### config.mk
export PLATFORM = sky130hd
export DESIGN_NAME = gps_multi_rms_reporter
export DESIGN_NICKNAME = d
export VERILOG_FILES = /design/src/rtl/gps_multi_rms_reporter.sv
export SDC_FILE = /design/constraint.sdc
export NUM_CORES = 1
export LEC_CHECK = 0
export BUFFER_PORTS_ARGS = -buffer_cell sky130_fd_sc_hd__buf_2
export CAP_MARGIN = 10
export CORE_MARGIN = 1.5
export CORE_UTILIZATION = 40
export DETAILED_ROUTE_END_ITERATION = 6
export MAX_ROUTING_LAYER = met4
export PLACE_DENSITY = 0.7
export SYNTH_ARGS = -nofsm -noshare
export SYNTH_HDL_FRONTEND = slang
export SYNTH_SLANG_ARGS = --single-unit
### constraint.sdc
create_clock -name clk -period 5.15 [get_ports clk]
set_clock_uncertainty 0.15 [all_clocks]
set_input_delay 0.515 -clock clk [delete_from_list [all_inputs] [get_ports clk]]
set_output_delay 0.515 -clock clk [all_outputs]
set_load 0.1 [all_outputs]
### src/rtl/gps_multi_rms_reporter.sv
`default_nettype none
// ============================================================================
// Module      : gps_multi_rms_reporter
// Description : Multi-channel RMS / GPS enquiry responder for the MCU UART
//               link. When an enquiry arrives, the block captures a fresh GPS
//               fix and/or N_CH RMS values, with a bounded wait for each. It
//               then streams one framed, checksummed reply byte by byte to the
//               shared UART transmitter.
//               Frame: START CMD LEN_L LEN_H STATUS YR MON DAY HR MIN SEC
//                      6x00 PAYLOAD CRC END
// Ports       : clk, rst (async, active-low)
//               enq_flag/enq_cmd      enquiry strobe and command
//               get_msg_ok + GPS time/position fields
//               rms_bus/rms_ok        N_CH packed RMS values and valid pulses
//               tx_idle               UART idle (falling edge = byte sent)
//               tx_data/start_tx      byte to send and 1-cycle send strobe
//               busy                  enquiry in progress (UART mux select)
//               done                  1-cycle pulse after END byte sent
//               enq_drop              1-cycle pulse: enquiry ignored while busy
// Revision    : 1.0 - initial release
// ============================================================================
module gps_multi_rms_reporter #(
    parameter int         N_CH        = 4,
    parameter int         RMS_W       = 16,
    parameter int         TIMEOUT_CYC = 1000000,
    parameter logic [7:0] START_CODE  = 8'hAA,
    parameter logic [7:0] END_CODE    = 8'h55,
    parameter logic [7:0] CMD_RMS     = 8'h21,
    parameter logic [7:0] CMD_GPS     = 8'h22,
    parameter logic [7:0] CMD_ALL     = 8'h23
) (
    input  logic                  clk,
    input  logic                  rst,
    input  logic                  enq_flag,
    input  logic [7:0]            enq_cmd,
    input  logic                  get_msg_ok,
    input  logic [7:0]            year,
    input  logic [7:0]            mon,
    input  logic [7:0]            day,
    input  logic [7:0]            hour,
    input  logic [7:0]            min,
    input  logic [7:0]            sec,
    input  logic [7:0]            latDu,
    input  logic [7:0]            latMin,
    input  logic [7:0]            longDu,
    input  logic [7:0]            longMin,
    input  logic [N_CH*RMS_W-1:0] rms_bus,
    input  logic [N_CH-1:0]       rms_ok,
    input  logic                  tx_idle,
    output logic [7:0]            tx_data,
    output logic                  start_tx,
    output logic                  busy,
    output logic                  done,
    output logic                  enq_drop
);

    // Timer counts 0 .. TIMEOUT_CYC-1, so each wait lasts TIMEOUT_CYC cycles.
    localparam int            TW        = (TIMEOUT_CYC > 1) ? $clog2(TIMEOUT_CYC) : 1;
    localparam logic [TW-1:0] TMAX      = TW'(TIMEOUT_CYC - 1);
    localparam logic [TW-1:0] TONE      = TW'(1);
    localparam logic [7:0]    RMS_BYTES = 8'(2 * N_CH);

    // GPS capture slots, in port order
    localparam int G_YR = 0, G_MON = 1, G_DAY = 2, G_HR = 3, G_MIN = 4, G_SEC = 5;
    localparam int G_LATD = 6, G_LATM = 7, G_LONGD = 8, G_LONGM = 9;

    typedef enum logic [2:0] {
        S_IDLE     = 3'd0,
        S_DECODE   = 3'd1,
        S_WAIT_RMS = 3'd2,
        S_WAIT_GPS = 3'd3,
        S_LOAD     = 3'd4,
        S_ISSUE    = 3'd5,
        S_WAIT_TX  = 3'd6,
        S_DONE     = 3'd7
    } state_t;

    state_t          state, next_state;
    logic [7:0]      cmd_q;
    logic [1:0]      status;
    logic [15:0]     rms_cap [N_CH];
    logic [N_CH-1:0] rms_got;
    logic [7:0]      gps_cap [10];
    logic [TW-1:0]   timer;
    logic [7:0]      idx;
    logic [7:0]      crc;
    logic            sync1, sync2;

    logic [N_CH-1:0] rms_got_nxt;
    logic            all_rms;
    logic            timeout;
    logic            tx_done;
    logic            has_rms, has_gps;
    logic [7:0]      pay_len;
    logic [15:0]     frame_len;
    logic [7:0]      last_idx;
    logic [7:0]      pay_idx;
    logic [7:0]      gps_off;
    logic [7:0]      cur_byte;

    assign rms_got_nxt = rms_got | rms_ok;
    assign all_rms     = &rms_got_nxt;
    assign timeout     = (timer == TMAX);
    assign tx_done     = sync2 & ~sync1;
    assign has_rms     = (cmd_q == CMD_RMS) || (cmd_q == CMD_ALL);
    assign has_gps     = (cmd_q == CMD_GPS) || (cmd_q == CMD_ALL);
    assign pay_len     = (has_rms ? RMS_BYTES : 8'd0) + (has_gps ? 8'd4 : 8'd0);
    assign frame_len   = 16'd13 + {8'd0, pay_len};
    assign last_idx    = 8'd18 + pay_len;
    assign pay_idx     = idx - 8'd17;
    assign gps_off     = has_rms ? RMS_BYTES : 8'd0;

    // Byte selected by the frame index
    always_comb begin
        cur_byte = 8'h00;
        case (idx)
            8'd0:    cur_byte = START_CODE;
            8'd1:    cur_byte = cmd_q;
            8'd2:    cur_byte = frame_len[7:0];
            8'd3:    cur_byte = frame_len[15:8];
            8'd4:    cur_byte = {6'd0, status};
            8'd5:    cur_byte = gps_cap[G_YR];
            8'd6:    cur_byte = gps_cap[G_MON];
            8'd7:    cur_byte = gps_cap[G_DAY];
            8'd8:    cur_byte = gps_cap[G_HR];
            8'd9:    cur_byte = gps_cap[G_MIN];
            8'd10:   cur_byte = gps_cap[G_SEC];
            default: cur_byte = 8'h00;
        endcase
        if (idx >= 8'd17 && idx < last_idx - 8'd1) begin
            for (int k = 0; k < N_CH; k++) begin
                if (has_rms && pay_idx == 8'(2 * k))     cur_byte = rms_cap[k][7:0];
                if (has_rms && pay_idx == 8'(2 * k + 1)) cur_byte = rms_cap[k][15:8];
            end
            if (has_gps && pay_idx == gps_off)         cur_byte = gps_cap[G_LONGD];
            if (has_gps && pay_idx == gps_off + 8'd1)  cur_byte = gps_cap[G_LONGM];
            if (has_gps && pay_idx == gps_off + 8'd2)  cur_byte = gps_cap[G_LATD];
            if (has_gps && pay_idx == gps_off + 8'd3)  cur_byte = gps_cap[G_LATM];
        end
        if (idx == last_idx - 8'd1) cur_byte = ~crc;
        if (idx == last_idx)        cur_byte = END_CODE;
    end

    always_ff @(posedge clk or negedge rst) begin
        if (!rst) state <= S_IDLE;
        else      state <= next_state;
    end

    always_comb begin
        next_state = state;
        case (state)
            S_IDLE:     if (enq_flag && !busy) next_state = S_DECODE;
            S_DECODE: begin
                if (cmd_q == CMD_RMS || cmd_q == CMD_ALL) next_state = S_WAIT_RMS;
                else if (cmd_q == CMD_GPS)                next_state = S_WAIT_GPS;
                else                                      next_state = S_IDLE;
            end
            S_WAIT_RMS: if (all_rms || timeout)    next_state = S_WAIT_GPS;
            S_WAIT_GPS: if (get_msg_ok || timeout) next_state = S_LOAD;
            S_LOAD:     next_state = S_ISSUE;
            S_ISSUE:    next_state = S_WAIT_TX;
            S_WAIT_TX: begin
                if (tx_done) next_state = (idx == last_idx) ? S_DONE : S_ISSUE;
            end
            S_DONE:     next_state = S_IDLE;
            default:    next_state = S_IDLE;
        endcase
    end

    always_ff @(posedge clk or negedge rst) begin
        if (!rst) begin
            tx_data  <= 8'h00;
            start_tx <= 1'b0;
            busy     <= 1'b0;
            done     <= 1'b0;
            enq_drop <= 1'b0;
            cmd_q    <= 8'h00;
            status   <= 2'b00;
            rms_got  <= '0;
            timer    <= '0;
            idx      <= 8'h00;
            crc      <= 8'h00;
            sync1    <= 1'b1;
            sync2    <= 1'b1;
            for (int k = 0; k < N_CH; k++) rms_cap[k] <= 16'h0000;
            for (int g = 0; g < 10; g++)   gps_cap[g] <= 8'h00;
        end else begin
            start_tx <= 1'b0;
            done     <= 1'b0;
            enq_drop <= enq_flag & busy;
            sync1    <= tx_idle;
            sync2    <= sync1;
            // Restart the timer whenever a wait state is entered or left
            timer    <= ((state == S_WAIT_RMS || state == S_WAIT_GPS) && next_state == state)
                        ? timer + TONE : '0;
            case (state)
                S_IDLE: begin
                    if (enq_flag && !busy) begin
                        // Fresh capture per enquiry: anything not captured reads as zero
                        cmd_q   <= enq_cmd;
                        busy    <= 1'b1;
                        status  <= 2'b00;
                        rms_got <= '0;
                        for (int k = 0; k < N_CH; k++) rms_cap[k] <= 16'h0000;
                        for (int g = 0; g < 10; g++)   gps_cap[g] <= 8'h00;
                    end else begin
                        // Unknown commands land here with busy still set
                        busy <= 1'b0;
                    end
                end
                S_WAIT_RMS: begin
                    for (int k = 0; k < N_CH; k++) begin
                        if (rms_ok[k]) rms_cap[k] <= 16'(rms_bus[k*RMS_W +: RMS_W]);
                    end
                    rms_got <= rms_got_nxt;
                    if (!all_rms && timeout) status[0] <= 1'b1;
                end
                S_WAIT_GPS: begin
                    if (get_msg_ok) begin
                        gps_cap[G_YR]    <= year;
                        gps_cap[G_MON]   <= mon;
                        gps_cap[G_DAY]   <= day;
                        gps_cap[G_HR]    <= hour;
                        gps_cap[G_MIN]   <= min;
                        gps_cap[G_SEC]   <= sec;
                        gps_cap[G_LATD]  <= latDu;
                        gps_cap[G_LATM]  <= latMin;
                        gps_cap[G_LONGD] <= longDu;
                        gps_cap[G_LONGM] <= longMin;
                    end else if (timeout) begin
                        status[1] <= 1'b1;
                    end
                end
                S_LOAD: begin
                    idx <= 8'h00;
                    crc <= 8'h00;
                end
                S_ISSUE: begin
                    tx_data  <= cur_byte;
                    start_tx <= 1'b1;
                    if (idx >= 8'd1 && idx <= last_idx - 8'd2) crc <= crc + cur_byte;
                end
                S_WAIT_TX: begin
                    if (tx_done && idx != last_idx) idx <= idx + 8'd1;
                end
                S_DONE: begin
                    done <= 1'b1;
                    busy <= 1'b0;
                end
                default: ;
            endcase
        end
    end

endmodule
`default_nettype wire

==> key figures, run 1 <==
Timing
  • TNS Setup: 0 ns
  • Final Slew Violations: 0
  • FMAX: 210 MHz
  • RSZ-0062 raised after global routing: false
  • Finish-stage setup viols: 0
  • Fin crit period: 4.76 ns
  • Final Hold Fails: 0
  • Rel. slew slack: a little under a quarter
  • Setup ws final: 0.393 ns
  • Actual slew at the worst max-slew pin: between 1 and 1.5 ns
  • Tcrit/Tclk final: 92.4%

Worst setup path
  • CP max-delay cell: ha_1
  • CP Data Arrival Time: between 5 and 6 ns
  • Critical-path cell list: inv_1 > ha_1 > nor2b_1 > o2111a_1 > o211ai_2 > or3_1 > a32oi_1 > o211ai_1 > a31o_1 > ha_1 > a21o_1 > a21oi_1 > o21bai_1 > a21oi_1 > o21ai_0 > o211ai_1 > o211ai_1 > a31o_1
  • Worst Path Buf+Inv: 1
  • CP max FO: 13
  • Most frequent CP cell: o211ai_1
  • Setup crit start kind: flop
  • WS Path Type: flop to flop
  • Crit-path leading delay family: compound AO/OA/AOI/OAI gates
  • Crit-path max cell delay: 0.54 ns
  • Critical Path RT: 5.41 ns
  • Crit end category: flop

Floorplanning
  • Top Ports: about 170
  • Core Region: 26800 sq um
  • Die area: 28100 sq um
  • FP Rows: 60
  • Die Width: 168 um
  • Initial Util: 40.4%
  • Die Height: between 150 and 200 um

Global route
  • Total grt overflow: 0
  • Global Route Usage Sum: 25.1%
  • Initial antenna violation count: 0
  • Vias in the first global route: around 9200
  • First-pass GRT wire length: 53.3 mm
  • Largest net degree at the start of global routing: 111

Synth
  • Number of flops mapped to enable cells by yosys: 0
  • Post-synthesis sequential area ratio: 48.7%
  • Yosys warning total: 0
  • Leading area contributor after synthesis: dfrtp_1
  • XOR/XNOR Fraction of Synth Area: 2.90%
  • Synth cell types: 88
  • Fraction of registers with async set/reset: 100%
  • Gate count of the mapped netlist: 1043
  • Mean Syn Cell Area: 10.4 sq um
  • Mapped cell area: 10800 sq um
  • Mux cell area share after synthesis: roughly 1.7%
  • Synth Net Count: 1222
  • Main combinational cell family by area after synthesis: compound AO/OA/AOI/OAI gates
  • Post-synth top flop: dfrtp_1
  • Post-synthesis adder-cell area fraction: 2.15%
  • Synth top area share: between 40% and 50%
  • Compound-Gate Fraction of Synth Area: a little over a quarter
  • Yosys reg bits: 211
  • Synth Area in Simple Gates: 13.2%
  • Ranking of synthesized cells by area: dfrtp_1 (48%), a22o_1 (12%), nor2_1 (3.1%), nand2_1 (2.5%), ha_1 (2.0%)

Clocking
  • Clock root buffer: clkbuf_16
  • Sink Count: 211
  • Clock-pin transition on the worst setup and hold timing paths: 0.06 ns
  • CTS Buf Count: 24
  • TritonCTS clock tree: built
  • Clock Latency Late Sink: 0.52 ns
  • CTS max path bufs: 3
  • CTS H-Tree Depth: 1

Detailed routing
  • Top sig layer: met4
  • Met3 WL: 1.92 mm
  • Pre-Repair DR Iteration Count: 5
  • Vias per cell: 5.96
  • DRT antenna net count: 0
  • Drt first-iter violations: 852
  • Wire length per cell: 21.9 um
  • Routed WL: 34.0 mm
  • Met2 WL post-DR: 15.7 mm
  • Met1 WL: 15.4 mm
  • Via count: around 9300
  • DRC Markers: 0

Power and ir drop
  • Part of the power in registers: between 30 and 40%
  • Logic gate share of total power: 35.3%
  • P_int: 4.38 mW
  • NetSw: 2.72 mW
  • Switching Share: 38.3%
  • Leak: 5.86 nW
  • Pwr/cell area: roughly 550 nW/um^2
  • Clk pwr share: 25.8%
  • Max VDD drop: 0.000292 V

Finish
  • Diode count: 0
  • Final instance area: 12900 sq um
  • Fin nets: 1373
  • Share of layout cells above drive strength 1: 23.7%
  • Area added between synthesis and finish: 19.3%

Placed design
  • GPL Wtd Cong: 0.969
  • Final HPWL DP: 24.8 mm
  • PortBufs: 172
  • Post-DP Area: 12100 sq um
  • Pre-CTS setup slack: approximately 0.39 ns

Status
  • Status: finished, final reports clean

Min path
  • HP Class: input pin to flop

Job
  • Max-cap violations: 0
repair_timing:
item | 4_1_cts | 5_1_grt
hold buffers | 2 | 0
setup endpoints to repair | 0 | 1
setup buffers | 0 | 0
endpoints found under the hold margin | 43 | 0
resized for setup | 0 | 1
placed cells by master, fill, tap and decap left out, drive strengths merged, types with 7 or more instances in the layout:
cell	Yosys	routed
a211oi	16	16
nand2	72	72
clkbuf	52	34
o211ai	12	12
nor2b	8	8
xnor2	19	19
a32oi	7	7
nor2	90	90
and2	12	12
nand4	10	10
a22oi	10	10
xor2	16	16
ha	17	17
o21ai	41	41
a221oi	7	7
a22o	143	143
nor3	16	16
mux2	12	12
o31ai	7	7
a222oi	9	9
o22ai	14	14
nand2b	7	7
and3	7	7
a21oi	39	39
dfrtp	209	209
nand3	29	29
or3	10	10
buf	29	203
inv	21	22
power groups by stage:
stage / logic [mW] / clock network [mW] / registers [mW]
after floorplan: 1.62 / 0 / 2.79
after global placement: 2.46 / 0 / 2.76
after detailed placement: 2.50 / 0 / 2.76
after CTS: 2.51 / 1.87 / 2.75
after global routing: 2.73 / 1.93 / 2.82
final: 2.51 / 1.83 / 2.76
cells in the mapped netlist, types with 8 or more instances:
cell / instances
ha_1: 17
o22ai_1: 13
nand2_1: 71
a21oi_1: 39
nor2_1: 90
mux2_2: 12
buf_2: 14
o21ai_0: 37
or3_1: 10
nand4_1: 10
clkbuf_1: 52
nor2b_1: 8
a22oi_1: 10
buf_1: 9
nor3_1: 14
a22o_1: 143
nand3_1: 28
and2_1: 11
xor2_1: 16
xnor2_1: 18
o211ai_1: 10
dfrtp_1: 209
a211oi_1: 15
inv_1: 20
a222oi_1: 9
sequential cells by signal, indices dropped and copies added (netlist names), 3 cells and up:
signal and count:
cmd_q 8, crc 8, gps_cap 80, idx 8, rms_cap 64, rms_got 4
state 3, timer 20, tx_data 8
routing by layer:
metal | vias up | track usage (%)
li1 | 4241 | -
met1 | 4624 | 35.2
met2 | 323 | 38.3
met3 | 62 | 3.31
met4 | 0 | 6.58
met5 | - | -
cells by family (layout without fill, tap and decap cells):
family,after synthesis,in the layout
AO/OA/AOI/OAI,371,371
adder cells (fa/ha/maj),18,18
XOR/XNOR,35,35
flip-flops,211,211
buffers and inverters,105,272
AND/OR/NAND/NOR,286,286
multiplexers,17,17
through the flow:
step / power, mW / hold slack, ns / std cells / util, %
2_1_floorplan: 4.41 / 0.0694 / 1043 / -
3_3_place_gp: 5.22 / 0.209 / 1507 / 45.0
3_5_place_dp: 5.26 / 0.213 / 1507 / 45.0
4_1_cts: 7.12 / 0.0515 / 1551 / 48.2
5_1_grt: 7.48 / 0.0550 / 1551 / 48.3
6_report: 7.10 / 0.0654 / 1551 / 48.3
area by class of cell:
class / count / area [sq um]
clock buffer: 33 / 696
sequential: 211 / 5280
fill: 2451 / 13900
inverter: 24 / 90.1
multi-input combinational: 727 / 5140
tap: 341 / 427
timing repair buffer: 206 / 1140
clock inverter: 9 / 155
worst paths after layout:
path / startpoint / to / slack [ns] / depth (start not counted)
hold / removal: day[4] / gps_cap[60]$_DFFE_PN0P_ / 0.07 / 2
min in group asynchronous: rst / gps_cap[30]$_DFFE_PN0P_ / 0.49 / 2
setup / recovery: idx[1]$_DFFE_PN0P_ / crc[7]$_DFFE_PN0P_ / 0.39 / 18
hold reg to reg: sync1$_DFF_PN1_ / sync2$_DFF_PN1_ / 0.22 / 0
max in group asynchronous: rst / state[1]$_DFF_PN0_ / 3.27 / 3
setup reg to reg: idx[1]$_DFFE_PN0P_ / crc[7]$_DFFE_PN0P_ / 0.39 / 18
Note: power is estimated with default switching activity, not from simulation.
==> inputs of run 2 (changes only) <==
==> constraint.sdc (replaced) <==
create_clock -name clk -period 5.15 [get_ports clk]
set_clock_uncertainty 0.15 [all_clocks]
set_input_delay 0.2575 -clock clk [delete_from_list [all_inputs] [get_ports clk]]
set_output_delay 0.2575 -clock clk [all_outputs]
set_load 0.1 [all_outputs]
==> key figures, run 2 (synthesized netlist as in run 1, its figures left out) <==
Clocking
  • CTS H-Tree Depth: 1 (unchanged)
  • CTS max path bufs: 3 (unchanged)
  • Clock Latency Late Sink: 0.53 ns (was 0.52 ns)
  • TritonCTS clock tree: built (unchanged)
  • Clock root buffer: clkbuf_16 (unchanged)
  • Clock-pin transition on the worst setup and hold timing paths: 0.06 ns (about the same)
  • Postcts setup bufs: 0 (unchanged)
  • Sink Count: 211 (unchanged)
  • CTS Buf Count: 24 (unchanged)

Timing
  • Tcrit/Tclk final: 91.1% (was 92.4%)
  • Finish-stage setup viols: 0 (unchanged)
  • RSZ-0062 raised after global routing: false (unchanged)
  • WHS: 0.184 ns (was 0.0654 ns)
  • Actual slew at the worst max-slew pin: 1.21 ns (was 1.16 ns)
  • Final Hold Fails: 0 (unchanged)
  • Fin crit period: 4.69 ns (was 4.76 ns)
  • Final Slew Violations: 0 (unchanged)
  • Rel. slew slack: 19.1% (was 22.6%)
  • FMAX: 213 MHz (was 210 MHz)
  • TNS Setup: 0 ns (unchanged)

Detailed routing
  • DRT antenna net count: 0 (unchanged)
  • Routed WL: 36.9 mm (was 34.0 mm)
  • Drt first-iter violations: 825 (was 852)
  • Met3 WL: 1.98 mm (was 1.92 mm)
  • Met1 WL: 16.3 mm (was 15.4 mm)
  • DRC Markers: 2 (was 0)
  • Pre-Repair DR Iteration Count: 7 (was 5)
  • Met2 WL post-DR: 17.4 mm (was 15.7 mm)
  • Via count: 10000 (was 9250)
  • Vias per cell: 5.85 (was 5.96)
  • Top sig layer: met4 (unchanged)
  • Wire length per cell: 21.6 um (was 21.9 um)

Status
  • Failing checks: DRC
  • Status: complete, but fails checks (was finished, final reports clean)

Floorplanning
  • Initial Util: 40.4% (unchanged)
  • Top Ports: 173 (unchanged)
  • Core Region: 26800 sq um (unchanged)
  • FP Rows: 60 (unchanged)
  • Die Height: 168 um (unchanged)
  • Die Width: 168 um (unchanged)
  • Die area: 28100 sq um (unchanged)

Finish
  • Max reg flops: 80 (unchanged)
  • Largest Register: gps_cap (unchanged)
  • Area added between synthesis and finish: 33.8% (was 19.3%)
  • Most frequent cells in the layout: dfrtp_1 (209), buf_2 (171), dlygate4sd3_1 (158) (was dfrtp_1 (209), buf_2 (171), a22o_1 (143))
  • Fin util: 54.1% (was 48.3%)
  • Fin nets: 1532 (was 1373)
  • Final instance area: 14500 sq um (was 12900 sq um)
  • # fillers: 2315 (was 2451)
  • Most common cell after layout, fill and taps aside: dfrtp_1 (unchanged)
  • Share of layout cells above drive strength 1: 21.3% (was 23.7%)
  • Top flop regs: gps_cap: 80 flops, rms_cap: 64 flops, timer: 20 flops (unchanged)

Placed design
  • PortBufs: 172 (unchanged)
  • GPL Wtd Cong: 0.952 (was 0.969)
  • Post-DP Area: 12100 sq um (about the same)
  • Final HPWL DP: 25.0 mm (was 24.8 mm)

Global route
  • Largest net degree at the start of global routing: 113 (was 111)
  • Vias in the first global route: 10000 (was 9198)
  • Total grt overflow: 0 (unchanged)
  • Global Route Usage Sum: 26.8% (was 25.1%)
  • Initial antenna violation count: 1 (was 0)
  • First-pass GRT wire length: 57.2 mm (was 53.3 mm)

Power and ir drop
  • P_int: 4.42 mW (was 4.38 mW)
  • Clk pwr share: 24.8% (was 25.8%)
  • Leak: 6.51 nW (was 5.86 nW)
  • Max VDD drop: 0.000266 V (was 0.000292 V)
  • Part of the power in registers: 38.2% (was 38.9%)
  • Logic gate share of total power: 37.0% (was 35.3%)
  • Pwr/cell area: 495 nW/um^2 (was 549 nW/um^2)
  • NetSw: 2.76 mW (was 2.72 mW)
  • Switching Share: 38.5% (was 38.3%)

Worst setup path
  • Setup crit start kind: flop (unchanged)
  • WS Path Type: flop to flop (unchanged)
  • CP max FO: 15 (was 13)
  • Critical Path RT: 5.43 ns (was 5.41 ns)
  • Crit end category: flop (unchanged)
  • CP Data Arrival Time: 4.97 ns (was 5.01 ns)

Min path
  • HP Class: input pin to flop (unchanged)

Job
  • Max-cap violations: 0 (unchanged)
## run 2: cell types whose count changed in the layout (fill, tap and decap cells not counted), sizes merged
cell         before  now
buf             203  206
bufinv            4    2
clkbuf           34   37
diode             0    1
dlygate4sd3       2  158
inv              22   21
## run 2: area by class of cell
cell class | instances | area [sq um] | share of cell area [%]
Tap cell | 341 | 427 | 2.94
Clock inverter | 6 | 82.6 | 0.569
Clock buffer | 36 | 747 | 5.15
Inverter | 24 | 90.1 | 0.621
Multi-Input combinational cell | 727 | 5140 | 35.5
Sequential cell | 211 | 5280 | 36.4
Timing Repair Buffer | 365 | 2730 | 18.8
Antenna cell | 1 | 2.50 | 0.0173
## run 2: critical path, stage by stage, from the launching register on
cell and delay (ns):
dfrtp_1 0.42, nor4b_4 0.38, and2_2 0.27, inv_2 0.16
ha_1 0.31, or2_2 0.09, a211oi_1 0.06, o41ai_1 0.40
buf_4 0.20, o21a_1 0.12, o221ai_1 0.13, a32oi_1 0.21
o211ai_2 0.13, and3_1 0.19, ha_1 0.26, inv_1 0.06
o21bai_1 0.14, a21oi_1 0.12, o21ai_0 0.35, nand2b_1 0.16
o211ai_1 0.08, a31o_1 0.19
## run 2: final timing paths
check,from,end,slack (ns),cells after the start
max,cmd_q[6]$_DFFE_PN0P_,crc[7]$_DFFE_PN0P_,0.46,21
max in group asynchronous,rst,rms_cap[39]$_DFFE_PN0P_,3.55,3
min in group asynchronous,rst,gps_cap[79]$_DFFE_PN0P_,0.25,2
min reg2reg,sync1$_DFF_PN1_,sync2$_DFF_PN1_,0.22,0
max reg2reg,cmd_q[6]$_DFFE_PN0P_,crc[7]$_DFFE_PN0P_,0.46,21
min,rms_ok[0],status[0]$_DFFE_PN0P_,0.18,4
## run 2: per-layer routing
layer  global-route usage (%)  vias up
li1                         -     4562
met4                     8.73        0
met2                     42.7      412
met3                     3.10       89
met5                        -        -
met1                     35.8     4953
## run 2: power groups by stage
stage | logic (mW) | registers, mW | clock network [mW]
global placement | 2.49 | 2.74 | 0
CTS | 2.64 | 2.72 | 1.81
detailed placement | 2.53 | 2.74 | 0
global route | 2.87 | 2.79 | 1.87
finish | 2.66 | 2.74 | 1.78
floorplan | 1.62 | 2.79 | 0
## run 2: per-stage QoR
| step | power (mW) | setup slack [ns] | instances |
|---|---|---|---|
| 2_1_floorplan | 4.41 | 0.861 | 1043 |
| 3_3_place_gp | 5.23 | 0.565 | 1510 |
| 3_5_place_dp | 5.26 | 0.446 | 1510 |
| 4_1_cts | 7.17 | 0.419 | 1710 |
| 5_1_grt | 7.53 | 0.0402 | 1711 |
| 6_report | 7.18 | 0.457 | 1711 |
## run 2: what timing repair did
action | CTS | global route
hold endpoints to repair | 268 | 0
setup endpoints to repair | 0 | 1
hold buffers | 158 | 0
gates resized for setup | 0 | 2
==> inputs of run 3 (changes only) <==
--- a/config.mk
+++ b/config.mk
@@ -7,7 +7,8 @@
 export LEC_CHECK = 0
 export BUFFER_PORTS_ARGS = -buffer_cell sky130_fd_sc_hd__buf_2
 export CAP_MARGIN = 10
-export CORE_MARGIN = 1.5
+export CORE_ASPECT_RATIO = 1.75
+export CORE_MARGIN = 3
 export CORE_UTILIZATION = 40
 export DETAILED_ROUTE_END_ITERATION = 6
 export MAX_ROUTING_LAYER = met4
==> key figures, run 3 (synthesized netlist as in run 1, its figures left out) <==
Status
  • Status: finished, final reports clean (was complete, but fails checks)

Finish
  • Largest Register: gps_cap (unchanged)
  • Max reg flops: 80 (unchanged)
  • Share of layout cells above drive strength 1: 21.3% (about the same)
  • # fillers: 2347 (was 2315)
  • Area added between synthesis and finish: 33.3% (was 33.8%)
  • Most common cell after layout, fill and taps aside: dfrtp_1 (unchanged)
  • Most frequent cells in the layout: dfrtp_1 (208), buf_2 (171), dlygate4sd3_1 (158) (was dfrtp_1 (209), buf_2 (171), dlygate4sd3_1 (158))
  • Fin nets: 1535 (was 1532)
  • Top flop regs: gps_cap: 80 flops, rms_cap: 64 flops, timer: 20 flops (unchanged)

Detailed routing
  • Routed WL: 40.6 mm (was 36.9 mm)
  • Pre-Repair DR Iteration Count: 6 (was 7)
  • Drt first-iter violations: 718 (was 825)
  • Via count: 10400 (was 10000)
  • Wire length per cell: 23.9 um (was 21.6 um)
  • Vias per cell: 6.13 (was 5.85)
  • DRC Markers: 0 (was 2)
  • DRT antenna net count: 0 (unchanged)

Placed design
  • PortBufs: 172 (unchanged)
  • GPL Wtd Cong: 1.03 (was 0.952)
  • Pre-CTS setup slack: 0.379 ns (was 0.446 ns)
  • Final HPWL DP: 28.0 mm (was 25.0 mm)

Power and ir drop
  • Leak: 6.50 nW (was 6.51 nW)
  • Pwr/cell area: 498 nW/um^2 (was 495 nW/um^2)
  • Max VDD drop: 0.000330 V (was 0.000266 V)
  • Total power: 7.20 mW (was 7.18 mW)

Timing
  • Final Slew Violations: 0 (unchanged)
  • TNS Setup: 0 ns (unchanged)
  • Final Hold Fails: 0 (unchanged)
  • Tcrit/Tclk final: 92.1% (was 91.1%)
  • Setup ws final: 0.407 ns (was 0.457 ns)
  • Rel. slew slack: 19.8% (was 19.1%)
  • Actual slew at the worst max-slew pin: 1.20 ns (was 1.21 ns)
  • FMAX: 211 MHz (was 213 MHz)
  • Fin crit period: 4.74 ns (was 4.69 ns)
  • Finish-stage setup viols: 0 (unchanged)
  • RSZ-0062 raised after global routing: false (unchanged)

Worst setup path
  • R2r startpoint: cmd_q[6]$_DFFE_PN0P_ (unchanged)
  • Worst Path Buf+Inv: 1 (was 3)
  • Worst setup startpoint: cmd_q[6]$_DFFE_PN0P_ (unchanged)
  • Most frequent CP cell: nand2_1 (was ha_1)
  • Critical-path cell list: nor4b_4 > nand3_2 > inv_1 > ha_1 > nor2b_1 > o21ai_0 > nand2_1 > o311a_1 > nor3_1 > a31oi_2 > ha_1 > fa_1 > a21oi_1 > o21bai_1 > a21o_1 > a21oi_1 > xnor2_1 > nand2_1 > nand2_1 (was nor4b_4 > and2_2 > inv_2 > ha_1 > or2_2 > a211oi_1 > o41ai_1 > buf_4 > o21a_1 > o221ai_1 > a32oi_1 > o211ai_2 > and3_1 > ha_1 > inv_1 > o21bai_1 > a21oi_1 > o21ai_0 > nand2b_1 > o211ai_1 > a31o_1)
  • Setup crit start kind: flop (unchanged)
  • CP max FO: 11 (was 15)
  • Critical Path RT: 5.45 ns (was 5.43 ns)
  • WS Path Type: flop to flop (unchanged)
  • Crit-path max cell delay: 0.45 ns (was 0.42 ns)
  • CP Data Arrival Time: 5.04 ns (was 4.97 ns)
  • Crit-path leading delay family: compound AO/OA/AOI/OAI gates (unchanged)
  • CP max-delay cell: o311a_1 (was dfrtp_1)
  • Crit end category: flop (unchanged)

Global route
  • Total grt overflow: 0 (unchanged)
  • Initial antenna violation count: 2 (was 1)
  • Global Route Usage Sum: 28.4% (was 26.8%)
  • First-pass GRT wire length: 61.6 mm (was 57.2 mm)
  • Vias in the first global route: 10800 (was 10000)
  • Largest net degree at the start of global routing: 105 (was 113)

Floorplanning
  • Die Width: 130 um (was 168 um)
  • Die Height: 224 um (was 168 um)
  • Die area: 29200 sq um (was 28100 sq um)
  • FP Rows: 79 (was 60)
  • Core Region: 26700 sq um (was 26800 sq um)
  • Initial Util: 40.6% (was 40.4%)
  • Top Ports: 173 (unchanged)

Clocking
  • Clock-pin transition on the worst setup and hold timing paths: 0.06 ns (about the same)
  • Clock root buffer: clkbuf_16 (unchanged)
  • Clock Latency Late Sink: 0.51 ns (was 0.53 ns)
  • CTS Buf Count: 20 (was 24)
  • CTS max path bufs: 3 (unchanged)
  • Sink Count: 211 (unchanged)
  • CTS H-Tree Depth: 1 (unchanged)
  • TritonCTS clock tree: built (unchanged)

Min path
  • Min-Delay Startpoint: rms_ok[3] (was rms_ok[0])
  • HP Class: input pin to flop (unchanged)

Job
  • Max-cap violations: 0 (unchanged)
## run 3: cell types whose count changed in the layout (fill, tap and decap cells not counted), moves of 2 or more
cell,delta
buf_4,+8
bufinv_16,+2
clkbuf_8,-3
clkbuf_16,-4
ha_2,-2
## run 3: final timing paths
check                                                to  slack, ns  depth (start not counted)
worst max-delay path                 crc[6]$_DFFE_PN0P_       0.41                         19
worst min-delay path              status[0]$_DFFE_PN0P_       0.13                          4
worst max register to register       crc[6]$_DFFE_PN0P_       0.41                         19
worst min register to register          sync2$_DFF_PN1_       0.22                          0
max in group asynchronous       gps_cap[74]$_DFFE_PN0P_       3.35                          3
min in group asynchronous       rms_cap[57]$_DFFE_PN0P_       0.26                          2
## run 3: metrics by stage
stage / hold slack [ns] / util, % / instance area, sq um / cells
4_1_cts: 0.125 / 54.1 / 14400 / 1694
3_3_place_gp: 0.211 / 45.3 / 12100 / 1500
6_report: 0.132 / 54.1 / 14400 / 1696
5_1_grt: 0.155 / 54.1 / 14400 / 1696
3_5_place_dp: 0.211 / 45.3 / 12100 / 1500
2_1_floorplan: -0.188 / - / 10800 / 1043
## run 3: layer usage
metal,up-vias,track usage [%],routed length (um)
li1,4571,-,-
met1,5091,29.6,14100
met2,497,47.6,20600
met3,241,3.17,1720
met4,0,22.6,4220
met5,-,-,0
## run 3: tightest hold or removal path, cell delays in order
cell	delay [ns]
buf_2	0.10
o22ai_1	0.09
o211ai_1	0.20
o21ai_0	0.09
## run 3: cell type report
class / instances / area (sq um) / area share (%)
multi-input combinational: 727 / 5150 / 35.6
tap: 324 / 405 / 2.81
clock buffer: 29 / 606 / 4.19
clock inverter: 7 / 141 / 0.979
inverter: 24 / 90.1 / 0.624
sequential: 211 / 5280 / 36.6
antenna: 2 / 5.00 / 0.0346
timing repair buffer: 372 / 2770 / 19.1
## run 3: power breakdown
| group | leakage, nW | switching, mW | total, mW | internal [mW] |
|---|---|---|---|---|
| Clock | 0.369 | 0.662 | 1.68 | 1.02 |
| Sequential | 2.81 | 0.551 | 2.80 | 2.25 |
| Combinational | 3.32 | 1.62 | 2.71 | 1.09 |
| Total | 6.50 | 2.83 | 7.20 | 4.37 |
## run 3: timing repair
action	4_1_cts	5_1_grt
hold buffers	158	0
hold endpoints to repair	256	0
setup endpoints to repair	0	1
resized for setup	0	3
buffers inserted	0	0
